**config.mk**
```make
export PLATFORM = sky130hd
export DESIGN_NAME = mixer_lo_ctrl
export DESIGN_NICKNAME = d
export VERILOG_FILES = /design/src/rtl/mixer_lo_ctrl.sv
export SDC_FILE = /design/constraint.sdc
export NUM_CORES = 1
export LEC_CHECK = 0
export ABC_AREA = 1
export BUFFER_PORTS_ARGS = -buffer_cell sky130_fd_sc_hd__clkbuf_2
export CELL_PAD_IN_SITES_DETAIL_PLACEMENT = 0
export CELL_PAD_IN_SITES_GLOBAL_PLACEMENT = 2
export CORE_ASPECT_RATIO = 0.75
export CORE_MARGIN = 3
export CORE_UTILIZATION = 30
export CTS_CLUSTER_SIZE = 12
export DETAILED_ROUTE_END_ITERATION = 10
export GPL_TIMING_DRIVEN = 0
export HOLD_SLACK_MARGIN = 0.05
export PLACE_DENSITY = 0.89
export SLEW_MARGIN = 20
export SYNTH_ARGS = -nofsm -noshare
export SYNTH_HDL_FRONTEND = slang
export SYNTH_SLANG_ARGS = --single-unit
```
**constraint.sdc**
```tcl
create_clock -name clk -period 3.6 [get_ports clk]
set_clock_uncertainty 0.1 [all_clocks]
set_input_delay 0 -clock clk [delete_from_list [all_inputs] [get_ports clk]]
set_output_delay 0 -clock clk [all_outputs]
set_load 0.02 [all_outputs]
```
**src/rtl/mixer_lo_ctrl.sv**
```systemverilog
// mixer_lo_ctrl: sequencer for the LO-code mixer datapath.
//
// Takes interpolated samples over a valid/ready stream. Each sample leaves
// through a single registered output stage together with the 2-bit LO code
// that lines up with it. The LO follows a quarter-rate pattern:
//   I: +1, 0, -1, 0
//   Q:  0, +1, 0, -1
// The pattern steps once every (rate_div + 1) accepted samples.
//
// Start/stop sequencing: when en drops, the block does not stop at once.
// It keeps emitting live codes until it emits a zero code, so a -1/+1 lobe
// is never cut short at the mixer.
//
// Code encoding on lo: 00 = 0, 01 = +1, 10 = -1. The value 11 is never
// driven.

module mixer_lo_ctrl #(
    parameter int DIV_W  = 4,
    parameter int DATA_W = 11
) (
    input  logic              clk,
    input  logic              rst,
    input  logic              en,
    input  logic              phase_sel,
    input  logic [DIV_W-1:0]  rate_div,
    input  logic              in_valid,
    output logic              in_ready,
    input  logic [DATA_W-1:0] interp_i,
    output logic              out_valid,
    input  logic              out_ready,
    output logic [DATA_W-1:0] interp_o,
    output logic [1:0]        lo,
    output logic              busy
);

    // ------------------------------------------------------------------
    // Types and constants
    // ------------------------------------------------------------------
    typedef enum logic [1:0] {
        ST_IDLE  = 2'd0,
        ST_RUN   = 2'd1,
        ST_DRAIN = 2'd2
    } state_t;

    localparam logic [1:0] LO_ZERO = 2'b00;
    localparam logic [1:0] LO_POS  = 2'b01;
    localparam logic [1:0] LO_NEG  = 2'b10;

    // LO code for a given sequence select and phase index.
    //   I (sel=0) runs +1, 0, -1, 0.
    //   Q (sel=1) is the same pattern delayed by one phase.
    function automatic logic [1:0] seq_code(input logic sel, input logic [1:0] phase);
        logic [1:0] code;
        case ({sel, phase})
            3'b0_00: code = LO_POS;
            3'b0_01: code = LO_ZERO;
            3'b0_10: code = LO_NEG;
            3'b0_11: code = LO_ZERO;
            3'b1_00: code = LO_ZERO;
            3'b1_01: code = LO_POS;
            3'b1_10: code = LO_ZERO;
            3'b1_11: code = LO_NEG;
            default: code = LO_ZERO;
        endcase
        return code;
    endfunction

    // ------------------------------------------------------------------
    // Sequencer state
    // ------------------------------------------------------------------
    state_t            state,  state_nxt;
    logic              sel_l,  sel_nxt;   // phase_sel latched at start
    logic [DIV_W-1:0]  div_l,  div_nxt;   // rate_div latched at start
    logic [1:0]        p,      p_nxt;     // LO phase index, 0..3
    logic [DIV_W-1:0]  c,      c_nxt;     // samples emitted at the current phase

    // Stream handshake and per-sample values
    logic              accept;
    logic [1:0]        code_cur;          // code for a sample accepted this cycle
    logic              div_wrap;          // this accept ends the current phase

    // The register may take a new sample when it is empty or is being
    // drained this same cycle. That keeps throughput at one sample per cycle.
    assign in_ready = !out_valid || out_ready;
    assign accept   = in_valid && in_ready;
    assign div_wrap = (c == div_l);

    // Code that goes with a sample accepted now. IDLE always emits zero, and
    // that includes the cycle in which en starts a run.
    always_comb begin
        code_cur = LO_ZERO;
        if (state != ST_IDLE) begin
            code_cur = seq_code(sel_l, p);
        end
    end

    // Next-state, latch and divider logic.
    // NOTE: every variable gets its default before the case statement. Then
    // each path through the block assigns it, and no latch can be inferred.
    always_comb begin
        state_nxt = state;
        sel_nxt   = sel_l;
        div_nxt   = div_l;
        p_nxt     = p;
        c_nxt     = c;

        case (state)
            ST_IDLE: begin
                // The phase is parked at zero while idle.
                p_nxt = 2'd0;
                c_nxt = '0;
                if (en) begin
                    state_nxt = ST_RUN;
                    sel_nxt   = phase_sel;
                    div_nxt   = rate_div;
                end
            end

            ST_RUN: begin
                if (accept) begin
                    if (div_wrap) begin
                        c_nxt = '0;
                        p_nxt = p + 2'd1;
                    end else begin
                        c_nxt = c + 1'b1;
                    end
                end
                if (!en) begin
                    state_nxt = ST_DRAIN;
                end
            end

            ST_DRAIN: begin
                if (en) begin
                    // Resume with p and c untouched so the pattern continues
                    // without a glitch. This path wins even if this accept
                    // carries a zero code.
                    state_nxt = ST_RUN;
                    if (accept) begin
                        if (div_wrap) begin
                            c_nxt = '0;
                            p_nxt = p + 2'd1;
                        end else begin
                            c_nxt = c + 1'b1;
                        end
                    end
                end else if (accept) begin
                    if (code_cur == LO_ZERO) begin
                        // The lobe is complete, so it is safe to stop here.
                        state_nxt = ST_IDLE;
                        p_nxt     = 2'd0;
                        c_nxt     = '0;
                    end else if (div_wrap) begin
                        c_nxt = '0;
                        p_nxt = p + 2'd1;
                    end else begin
                        c_nxt = c + 1'b1;
                    end
                end
                // With no accepts the block waits here indefinitely.
            end

            default: begin
                state_nxt = ST_IDLE;
                p_nxt     = 2'd0;
                c_nxt     = '0;
            end
        endcase
    end

    // State, latched configuration, phase/divider counters and busy flag.
    // NOTE: sequential state uses non-blocking assignments only. All
    // registers then update together from values sampled before the edge.
    always_ff @(posedge clk) begin
        if (rst) begin
            state <= ST_IDLE;
            sel_l <= 1'b0;
            div_l <= '0;
            p     <= 2'd0;
            c     <= '0;
            busy  <= 1'b0;
        end else begin
            state <= state_nxt;
            sel_l <= sel_nxt;
            div_l <= div_nxt;
            p     <= p_nxt;
            c     <= c_nxt;
            busy  <= (state_nxt != ST_IDLE);
        end
    end

    // Output register stage: load on accept, empty when drained with
    // nothing new arriving, otherwise hold.
    always_ff @(posedge clk) begin
        if (rst) begin
            out_valid <= 1'b0;
            interp_o  <= '0;
            lo        <= LO_ZERO;
        end else if (accept) begin
            out_valid <= 1'b1;
            interp_o  <= interp_i;
            lo        <= code_cur;
        end else if (out_ready) begin
            // No accept while out_ready=1 means in_valid was low.
            out_valid <= 1'b0;
        end
    end

endmodule

```
Word level (Yosys, flattened, before mapping)
Memory sizes are Yosys's and may differ from the RTL's.
Cells that the tools add are included.
{"block": "word_totals", "mem_count": 1, "romBits": 16, "regBits": 28, "input_bits": 21}
{"block": "classes", "n_mux": 21, "eq_ne": 4, "n_reduce_logical": 9, "n_addsub": 2}
{"memory": "(name not given)", "depth": 8, "width": 2, "read_ports": 1, "rd_ports_with_merged_regs": 0, "wr": 0, "line_no": "54", "source": "case ({sel, phase})"}
{"operator": "2-bit 2-to-1 mux", "n": 11}
{"operator": "4-bit 2-to-1 mux", "n": 5}
{"operator": "4-bit case mux with 2 select lines", "n": 1}
{"operator": "2-bit case mux with 3 select lines", "n": 1}
{"operator": "2-bit nonzero test", "n": 3}
{"operator": "4-bit by 1-bit adder with 4-bit output (second input constant)", "n": 1}
{"operator": "4-bit == test", "n": 1}
{"operator": "2-bit logical NOT", "n": 2}
{"operator": "2-bit case mux with 2 select lines", "n": 1}
{"operator": "3-bit inequality test (second input constant)", "n": 1}
{"operator": "2-bit by 1-bit adder with 2-bit output (second input constant)", "n": 1}
{"operator": "2-bit by 1-bit == test with 1-bit output (second input constant)", "n": 1}
{"operator": "2-bit == test (second input constant)", "n": 1}
{"operator": "1-bit 2-to-1 mux", "n": 2}
{"operator": "2-bit AND reduction", "n": 1}
{"operator": "1-bit logical AND", "n": 1}
{"operator": "1-bit logical NOT", "n": 1}
{"operator": "1-bit logical OR", "n": 1}

Logic depth before layout (Yosys ltp)
Gate-level depths: netlist of run 1.
{"block": "logic_depth", "word_depth": 8, "depth_mapped": 13}

Worst setup path before layout of run 1
Ideal clock, no wire load.
{"block": "synth_timing", "path_type": "reg2reg", "from": "reg out_valid", "to": "reg p[0]", "arrival_ps": 1538, "setup_ps": 129, "stages_incl_launch_ff": 11, "n_path_buf": 1, "setup_slack_ps": 1834, "path_cell_list": "dfxtp_1 > nand2_1 > nand2_1 > buf_4 > inv_2 > nor3_2 > nor2_1 > nand2_1 > clkinv_1 > nand2_1 > a21oi_2"}
{"block": "synth_between", "elab_chain_cells": 6, "elab_cells_between_ends": 7, "classes_between": "eq/ne (1); mux (3); reduce/logical (3)"}
{"item": "start, declared", "line_no": "29", "source": "output logic out_valid,"}
{"item": "start signal, assigned", "line_no": "196", "source": "out_valid <= 1'b0;"}
{"item": "start signal, assigned", "line_no": "200", "source": "out_valid <= 1'b1;"}
{"item": "start signal, assigned", "line_no": "205", "source": "out_valid <= 1'b0;"}
{"item": "1-bit logical NOT *", "line_no": "84", "source": "assign in_ready = !out_valid || out_ready;"}
{"item": "1-bit logical OR *", "line_no": "84"}
{"item": "net in_ready", "line_no": "27", "source": "output logic in_ready,"}
{"item": "1-bit logical AND *", "line_no": "85", "source": "assign accept = in_valid && in_ready;"}
{"item": "2-bit 2-to-1 mux (2 in a row)"}
{"item": "2-bit case mux with 2 select lines"}
{"item": "end signal, assigned", "line_no": "186", "source": "p <= p_nxt;"}
{"item": "end, declared", "line_no": "74", "source": "logic [1:0] p, p_nxt;"}
The timed path passes the listed nets; every way through them passes the cells marked *.
A chain may end at the register's enable or synchronous reset.

Worst setup path in the final report of run 1
{"block": "layout_timing", "from": "reg state[0]", "to": "reg p[0]"}
{"block": "layout_between", "elab_chain_cells": 7, "elab_cells_between_ends": 10, "classes_between": "eq/ne (3); mux (5); reduce/logical (2)"}
{"item": "start, declared", "line_no": "71", "source": "state_t state, state_nxt;"}
{"item": "start signal, assigned", "line_no": "183", "source": "state <= state_nxt;"}
{"item": "2-bit nonzero test", "line_no": "92", "source": "if (state != ST_IDLE) begin"}
{"item": "2-bit 2-to-1 mux", "line_no": "92"}
{"item": "2-bit logical NOT", "line_no": "148", "source": "if (code_cur == LO_ZERO) begin"}
{"item": "2-bit 2-to-1 mux", "line_no": "148"}
{"item": "2-bit 2-to-1 mux", "line_no": "147", "source": "end else if (accept) begin"}
{"item": "2-bit 2-to-1 mux", "line_no": "134", "source": "if (en) begin"}
{"item": "2-bit case mux with 2 select lines", "line_no": "107", "source": "case (state)"}
Several ways; a longest one is shown, not always the timed one. The select of a mux whose other input is x is not followed.

==> results of run 1 <==
## registers in the layout (all words and copies together) (netlist names)
name and flops:
interp_o 11, c 4, div_l 4, lo 2, p 2, state 2
busy 1, out_valid 1, sel_l 1
## cell usage after synthesis
library cell               instances
sky130_fd_sc_hd__a21oi_1          16
sky130_fd_sc_hd__a21oi_2           1
sky130_fd_sc_hd__a221oi_1          1
sky130_fd_sc_hd__buf_2             2
sky130_fd_sc_hd__buf_4             2
sky130_fd_sc_hd__buf_6             1
sky130_fd_sc_hd__clkbuf_1          4
sky130_fd_sc_hd__clkinv_1          1
sky130_fd_sc_hd__dfxtp_1          28
sky130_fd_sc_hd__ha_1             10
sky130_fd_sc_hd__inv_1            26
sky130_fd_sc_hd__inv_2             3
sky130_fd_sc_hd__nand2_1          63
sky130_fd_sc_hd__nand2_2           2
sky130_fd_sc_hd__nand2_4           1
sky130_fd_sc_hd__nand3_1          14
sky130_fd_sc_hd__nand3_2           1
sky130_fd_sc_hd__nand3b_1          1
sky130_fd_sc_hd__nand4_1           3
sky130_fd_sc_hd__nor2_1           30
sky130_fd_sc_hd__nor2_4            2
sky130_fd_sc_hd__nor3_2            1
sky130_fd_sc_hd__o21ai_0          27
sky130_fd_sc_hd__o221ai_1          1
sky130_fd_sc_hd__xor2_1            1
## cells in the final DEF (no fill, tap or decap), types with 3 or more instances in the layout
| master | netlist | routed |
|---|---|---|
| sky130_fd_sc_hd__clkbuf_8 | 0 | 3 |
| sky130_fd_sc_hd__dlygate4sd3_1 | 0 | 17 |
| sky130_fd_sc_hd__clkbuf_1 | 4 | 4 |
| sky130_fd_sc_hd__nor2_1 | 30 | 30 |
| sky130_fd_sc_hd__nand4_1 | 3 | 3 |
| sky130_fd_sc_hd__nand3_1 | 14 | 14 |
| sky130_fd_sc_hd__a21oi_1 | 16 | 16 |
| sky130_fd_sc_hd__inv_2 | 3 | 3 |
| sky130_fd_sc_hd__inv_1 | 26 | 26 |
| sky130_fd_sc_hd__nand2_1 | 63 | 63 |
| sky130_fd_sc_hd__o21ai_0 | 27 | 27 |
| sky130_fd_sc_hd__dfxtp_1 | 28 | 28 |
| sky130_fd_sc_hd__ha_1 | 10 | 10 |
| sky130_fd_sc_hd__clkbuf_2 | 0 | 34 |
## power groups by stage
stage                     clock network (uW)  registers (uW)  logic (uW)
final                                    167             347         218
after global routing                     188             350         248
after CTS                                178             347         220
after detailed placement                   0             354         205
after global placement                     0             354         205
after floorplan                            0             370         126
## metal layers
| metal | track usage [%] | up-vias | routed length [um] |
|---|---|---|---|
| met5 | 0 | - | 0 |
| met4 | 2.04 | 0 | 21 |
| met3 | 3.04 | 2 | 178 |
| met2 | 20.9 | 26 | 1830 |
| met1 | 20.7 | 723 | 2260 |
| li1 | - | 875 | - |
## worst max path at each step
stage	to	slack, ps	cells after the start
after detailed placement	p[0]	1550	9
after floorplan	p[0]	1830	10
final	p[0]	1520	9
after CTS	p[0]	1530	9
after global placement	p[0]	1520	9
after global routing	busy	1290	12
## logic make-up after synthesis
kind of cell,after synthesis
and+or+nand+nor,118
AOI/OAI and AO/OA,46
buffers and inverters,39
DFF,28
adders and majority gates,10
xor gates and xnor gates,1
## cell type report
class                   count  area [um^2]  share of cell area, %
inverters                  30          113                   5.41
clock buffers               3         41.3                   1.98
flip-flops and latches     28          561                   26.9
plain buffers               9         51.3                   2.46
multi-input cells         175          887                   42.6
repair buffers             51          340                   16.3
well taps                  72         90.1                   4.32
## through the flow
step           utilization (%)  setup slack (ps)  instance area (um^2)  power [uW]
3_3_place_gp              37.2              1520                  1870         559
5_1_grt                   41.4              1290                  2080         786
3_5_place_dp              37.2              1550                  1870         559
4_1_cts                   41.4              1530                  2080         745
6_report                  41.4              1520                  2080         733
2_1_floorplan                -              1830                  1610         496
## repair_timing
action / in CTS / in global routing
endpoints found under the setup margin: 0 / 0
hold buffers: 17 / 0
hold endpoints to repair: 17 / 0
==> impl_metrics.ini, run 1 <==
[routing]
drt-wirelength-per-cell_um = 11.6
detail-route-antenna-nets = 0
routed-via-count = 1626
vias_per_cell = 4.42
detail_route.first_pass.iterations = 4
drcViolationCount = 0
route.final.wire_length_mm = 4.29
drt-initial-drc-count = 78

[yosys]
synthXorXnorAreaFrac_pct = 0.543
synth_fa_ha_area_share_pct = 7.76
synth.ff_latch_count = 28
synthTopCellsByArea = sky130_fd_sc_hd__dfxtp_1 (35%), sky130_fd_sc_hd__nand2_1 (15%), sky130_fd_sc_hd__o21ai_0 (8.4%)
post_synth_and_or_nand_nor_area_fraction_pct = 31.8
synth_mux_area_share_pct = 0
ys_seq_area_share_pct = 34.8
synth_compound_gate_area_share_pct = 15.0
synth.avg_cell_area_um2 = 6.66
synth_top_area_share_pct = 34.8
postSynthCellCount = 242
synthDominantAreaCellType = sky130_fd_sc_hd__dfxtp_1
yosys_warnings = 0
synth.net_count = 273
yosys.cell_types.count = 25
main_combinational_cell_family_by_area_after_synthesis = simple AND/OR/NAND/NOR gates
synthesis.area_um2 = 1610

[clock_network]
total_of_cells_resized_after_clock_tree_synthesis = 0
clk_transition_reported_paths_ps = 90
cts_made_buffers = 3
clock_latency_ps = 270
cts_tree = built
cts.root.buffer_cell = sky130_fd_sc_hd__clkbuf_8
cts.sink_count = 28
ctsLongestPathBuffers = 2
clock_tree.htree_level_count = 1
cts_setup_buffers = 0

[sta]
timing.hold.ws_ps = 61.1
setup_total_negative_slack_ps = 0
slew_viol_final = 0
timing.final.crit_period_ps = 2080
report.final.setup_viol = 0
worst_pin_slew_ps = 544
timing_hold_violations_final = 0
fin_crit_sh_pct = 57.6
slew_headroom_pct = 63.8
max_clock_freq_mhz = 482
rsz0062_at_grt = no

[pwr]
power_share_of_the_sequential_group_pct = 47.4
total_switching_power_uw = 242
leak_pwr_uw = 0.000993
combinationalPowerShare_pct = 29.8
share_clk_of_total_power_pct = 22.8
p_int_uw = 491
cell_area_power_density_nw_per_um2 = 352
ir_drop_mv = 0.141
power.switching_fraction_pct = 33.0

[global_route]
grt.total_usage_pct = 13.9
number_of_global_route_vias_before_repair = 1452
gr-total-overflow = 0
grt_max_degree = 15
antenna_found_initial = 0
grt_pass1_wl_mm = 7.14

[cells_and_area]
design.final.nets = 329
antenna_cells_inserted = 0
layout-area-overhead-vs-synth_pct = 29.3
stdcell_count = 368
post_route_cells_drive_above_1_share_pct = 17.9
fillerInstances = 550

[min_path]
hold-path-cell-count = 2
class_of_the_tightest_hold_or_removal_check = primary input to register
hold_path.startpoint = rst
timing.hold.worst_endpoint = state[1]

[floorplanning]
placementRows = 22
effective_utilization_at_floorplan_pct = 32.0
fp.coreArea_um2 = 5040
die-area_um2 = 6300
num_io_pins = 37
die_w_um = 90.6
die_h_um = 69.5

[place]
routabilityCongestion = 0.775
hpwl_mm = 3.22
count_of_port_buffers_added_during_placement = 34
dp_cells = 348

[flow_run]
max_cap_viol_count = 0

[critical_path]
wp_buf_inv = 3
crit_slowest_cell = sky130_fd_sc_hd__nor3_2
start_kind = register
reg2reg_to = p[0]
timing.critical_path.max_delay_family = simple AND/OR/NAND/NOR gates
cell_chain_of_the_critical_path = inv_1 > ha_1 > inv_1 > nor3_2 > nor2_1 > nand2_1 > clkinv_1 > nand2_1 > a21oi_2
timing_worst_setup_path_type = register to register
r2r_setup_slack_ps = 1520
crit_path_max_fanout = 6
max_stage_delay_ps = 450
crit_path_start = state[0]
worst_r2r_path_depth = 9
regToRegStartpoint = state[0]
worstSetupEndpointType = register
cp.required_ps = 3650
arrival_ps = 2120

[status]
outcome = complete, no violations
No activity file was read; power rests on OpenSTA's default activity.
==> run 2: changes to the inputs <==
--- a/config.mk
+++ b/config.mk
@@ -5,7 +5,7 @@
 export SDC_FILE = /design/constraint.sdc
 export NUM_CORES = 1
 export LEC_CHECK = 0
-export ABC_AREA = 1
+export ABC_AREA = 0
 export BUFFER_PORTS_ARGS = -buffer_cell sky130_fd_sc_hd__clkbuf_2
 export CELL_PAD_IN_SITES_DETAIL_PLACEMENT = 0
 export CELL_PAD_IN_SITES_GLOBAL_PLACEMENT = 2
@@ -16,7 +16,7 @@
 export DETAILED_ROUTE_END_ITERATION = 10
 export GPL_TIMING_DRIVEN = 0
 export HOLD_SLACK_MARGIN = 0.05
-export PLACE_DENSITY = 0.89
+export PLACE_DENSITY = 0.85
 export SLEW_MARGIN = 20
 export SYNTH_ARGS = -nofsm -noshare
 export SYNTH_HDL_FRONTEND = slang
==> constraint.sdc (replaced) <==
create_clock -name clk -period 1.95 [get_ports clk]
set_clock_uncertainty 0.1 [all_clocks]
set_input_delay 0 -clock clk [delete_from_list [all_inputs] [get_ports clk]]
set_output_delay 0 -clock clk [all_outputs]
set_load 0.02 [all_outputs]
==> impl_metrics.ini, run 2 <==
[status]
outcome = complete, no violations

[global_route]
gr-total-overflow = 0
grt_pass1_wl_mm = 8.02
antenna_found_initial = 0
grt_max_degree = 16
global_route.usage.met1_pct = 22.7
grt_busiest_layer = met2
grt.total_usage_pct = 15.6
grt_use_met2_pct = 22.9
met3_usage_pct = 2.71
number_of_global_route_vias_before_repair = 1617

[yosys]
synth_fa_ha_area_share_pct = 7.76
synth.avg_cell_area_um2 = 8.02
synth.net_count = 232
ys_seq_area_share_pct = 34.8
yosys.cell_types.count = 46
synthTopCellsByArea = sky130_fd_sc_hd__dfxtp_1 (35%), sky130_fd_sc_hd__a21oi_1 (8.7%), sky130_fd_sc_hd__nand2_1 (8.6%)
synth_enable_flop_cells = 0
cell_with_the_most_instances_after_synthesis = sky130_fd_sc_hd__nand2_1
synthesis.area_um2 = 1610
synth_compound_gate_area_share_pct = 23.5
async_set_or_reset_register_ratio_after_synthesis_pct = 0
synth_mux_area_share_pct = 1.86
postSynthCellCount = 201
postSynth.topFlopCell = sky130_fd_sc_hd__dfxtp_1
synth_top_area_share_pct = 34.8
main_combinational_cell_family_by_area_after_synthesis = simple AND/OR/NAND/NOR gates
synth.cells.most_frequent = sky130_fd_sc_hd__nand2_1 (37), sky130_fd_sc_hd__a21oi_1 (28), sky130_fd_sc_hd__dfxtp_1 (28)
synthXorXnorAreaFrac_pct = 2.72
synth.ff_latch_count = 28
synthDominantAreaCellType = sky130_fd_sc_hd__dfxtp_1
yosys_warnings = 0
post_synth_and_or_nand_nor_area_fraction_pct = 23.8

[floorplanning]
effective_utilization_at_floorplan_pct = 32.0
placementRows = 22
fp.coreArea_um2 = 5040
die_h_um = 69.5
die_w_um = 90.6
num_io_pins = 37
die-area_um2 = 6300

[sta]
max_clock_freq_mhz = 516
timing_hold_violations_final = 0
report.final.setup_viol = 0
slew_headroom_pct = 66.6
fin_crit_sh_pct = 99.4
rsz0062_at_grt = yes
timing.final.crit_period_ps = 1940
timing.hold.ws_ps = 110
slew_viol_final = 0
worst_pin_slew_ps = 501

[cells_and_area]
post_route_cells_drive_above_1_share_pct = 34.9
regMostFlops = interp_o
antenna_cells_inserted = 0
fillerInstances = 500
final-seq-area_um2 = 582
stdcell_count = 341
design.final.nets = 301
final_cell_mix = sky130_fd_sc_hd__nand2_1 (36), sky130_fd_sc_hd__clkbuf_2 (36), sky130_fd_sc_hd__a21oi_1 (25), sky130_fd_sc_hd__dfxtp_1 (21), sky130_fd_sc_hd__dlygate4sd3_1 (19)
area_of_the_multi_input_gates_um2 = 1080
largest_register_ff_count = 11
design_area_um2 = 2360
reg.largest.list = interp_o (11), c (4), div_l (4)
layout-area-overhead-vs-synth_pct = 46.2

[routing]
drt-initial-drc-count = 60
drt-wirelength-per-cell_um = 14.7
detail_route.first_pass.iterations = 4
detail-route-antenna-nets = 0
routed-via-count = 1686
drcViolationCount = 0
vias_per_cell = 4.94
route.final.wire_length_mm = 5.00

[pwr]
p_int_uw = 1010
ir_drop_mv = 0.295
combinationalPowerShare_pct = 33.5
leak_pwr_uw = 0.000971
power_share_of_the_sequential_group_pct = 41.6
cell_area_power_density_nw_per_um2 = 647
power.switching_fraction_pct = 33.7
share_clk_of_total_power_pct = 25.0
total_switching_power_uw = 513

[clock_network]
cts_made_buffers = 3
clk_transition_reported_paths_ps = 100
cts_tree = built
cts.sink_count = 28
clock_tree.htree_level_count = 1
cts.root.buffer_cell = sky130_fd_sc_hd__clkbuf_8
clock_latency_ps = 280
ctsLongestPathBuffers = 2

[critical_path]
crit_path_max_fanout = 5
timing_worst_setup_path_type = register to register
regToRegStartpoint = c[0]
worst_r2r_path_depth = 5
r2r_setup_slack_ps = 10
crit_path_start = c[0]
reg2reg_to = c[2]
worstSetupEndpointType = register
arrival_ps = 2010
cp.required_ps = 2020
start_kind = register
worst_setup_path_endpoint = c[2]

[place]
dp_cells = 308
placed_cell_area_um2 = 1890
count_of_port_buffers_added_during_placement = 35
hpwl_mm = 3.33
routabilityCongestion = 0.792

[min_path]
class_of_the_tightest_hold_or_removal_check = primary input to register

[flow_run]
max_cap_viol_count = 0
==> run 2: changes by cell type after synthesis, sizes merged, moves of 5 or more <==
cell and change:
nand2 -29, inv -22, nor3 +5, a21o +5
nand3 -6, nor2 -25, a21oi +11, o21ai -18
==> run 2: final cells by class <==
class                      count  share of cell area (%)
multi-input combinational    154                    45.9
inverter                       7                    1.54
timing repair buffer          67                    19.6
clock buffer                   4                    2.34
buffer                         9                    2.07
tap                           72                    3.82
sequential                    28                    24.7
==> run 2: repair_timing <==
| item | 4_1_cts | 5_1_grt |
|---|---|---|
| hold buffers | 19 | 0 |
| setup endpoints to repair | 17 | 17 |
| hold endpoints to repair | 21 | 0 |
| gates cloned | 0 | 1 |
| resized for setup | 21 | 18 |
| pin swaps | 5 | 7 |
| setup buffers | 8 | 5 |
==> run 2: per-layer routing <==
layer	routed length [um]	vias up
li1	-	850
met1	2570	782
met2	2110	46
met3	234	8
met4	85	0
met5	0	-
==> run 2: worst min path at each step <==
| stage | to | cells past startpoint | slack, ps | start |
|---|---|---|---|---|
| after CTS | out_valid | 4 | 170 | out_ready |
| after floorplan | out_valid | 2 | 30 | in_valid |
| final | out_valid | 3 | 110 | out_ready |
| after global placement | interp_o[10] | 3 | 130 | interp_i[10] |
| after global routing | out_valid | 3 | 130 | out_ready |
| after detailed placement | interp_o[6] | 3 | 130 | interp_i[6] |
==> run 2: per-stage QoR <==
stage	util [%]	setup TNS, ps	power [uW]	setup WS (ps)
after detailed placement	37.6	-1690	1040	-353
after global routing	46.8	-105	1600	-43.2
final	46.8	0	1520	12.3
after CTS	45.2	-41.3	1510	-41.3
after global placement	37.6	-1790	1040	-357
after floorplan	-	0	920	1.69
==> run 2: kinds of logic after synthesis <==
group	count (synthesis)
AOI/OAI and AO/OA	58
xor gates and xnor gates	5
adders and majority gates	10
buffers and inverters	20
DFF	28
muxes	3
and+or+nand+nor	77
==> run 2: power by group through the flow <==
stage | combinational (uW) | sequential [uW] | clock (uW)
finish | 510 | 633 | 381
global route | 551 | 638 | 411
CTS | 483 | 635 | 391
detailed placement | 390 | 647 | 0
global placement | 392 | 646 | 0
floorplan | 251 | 669 | 0
==> run 2: worst max-delay path: stages, from the launching register on <==
cell	delay, ps
sky130_fd_sc_hd__dfxtp_4	380
sky130_fd_sc_hd__xor2_2	210
sky130_fd_sc_hd__or4_4	620
sky130_fd_sc_hd__nand4_1	160
sky130_fd_sc_hd__a21oi_1	60
sky130_fd_sc_hd__a311o_1	310
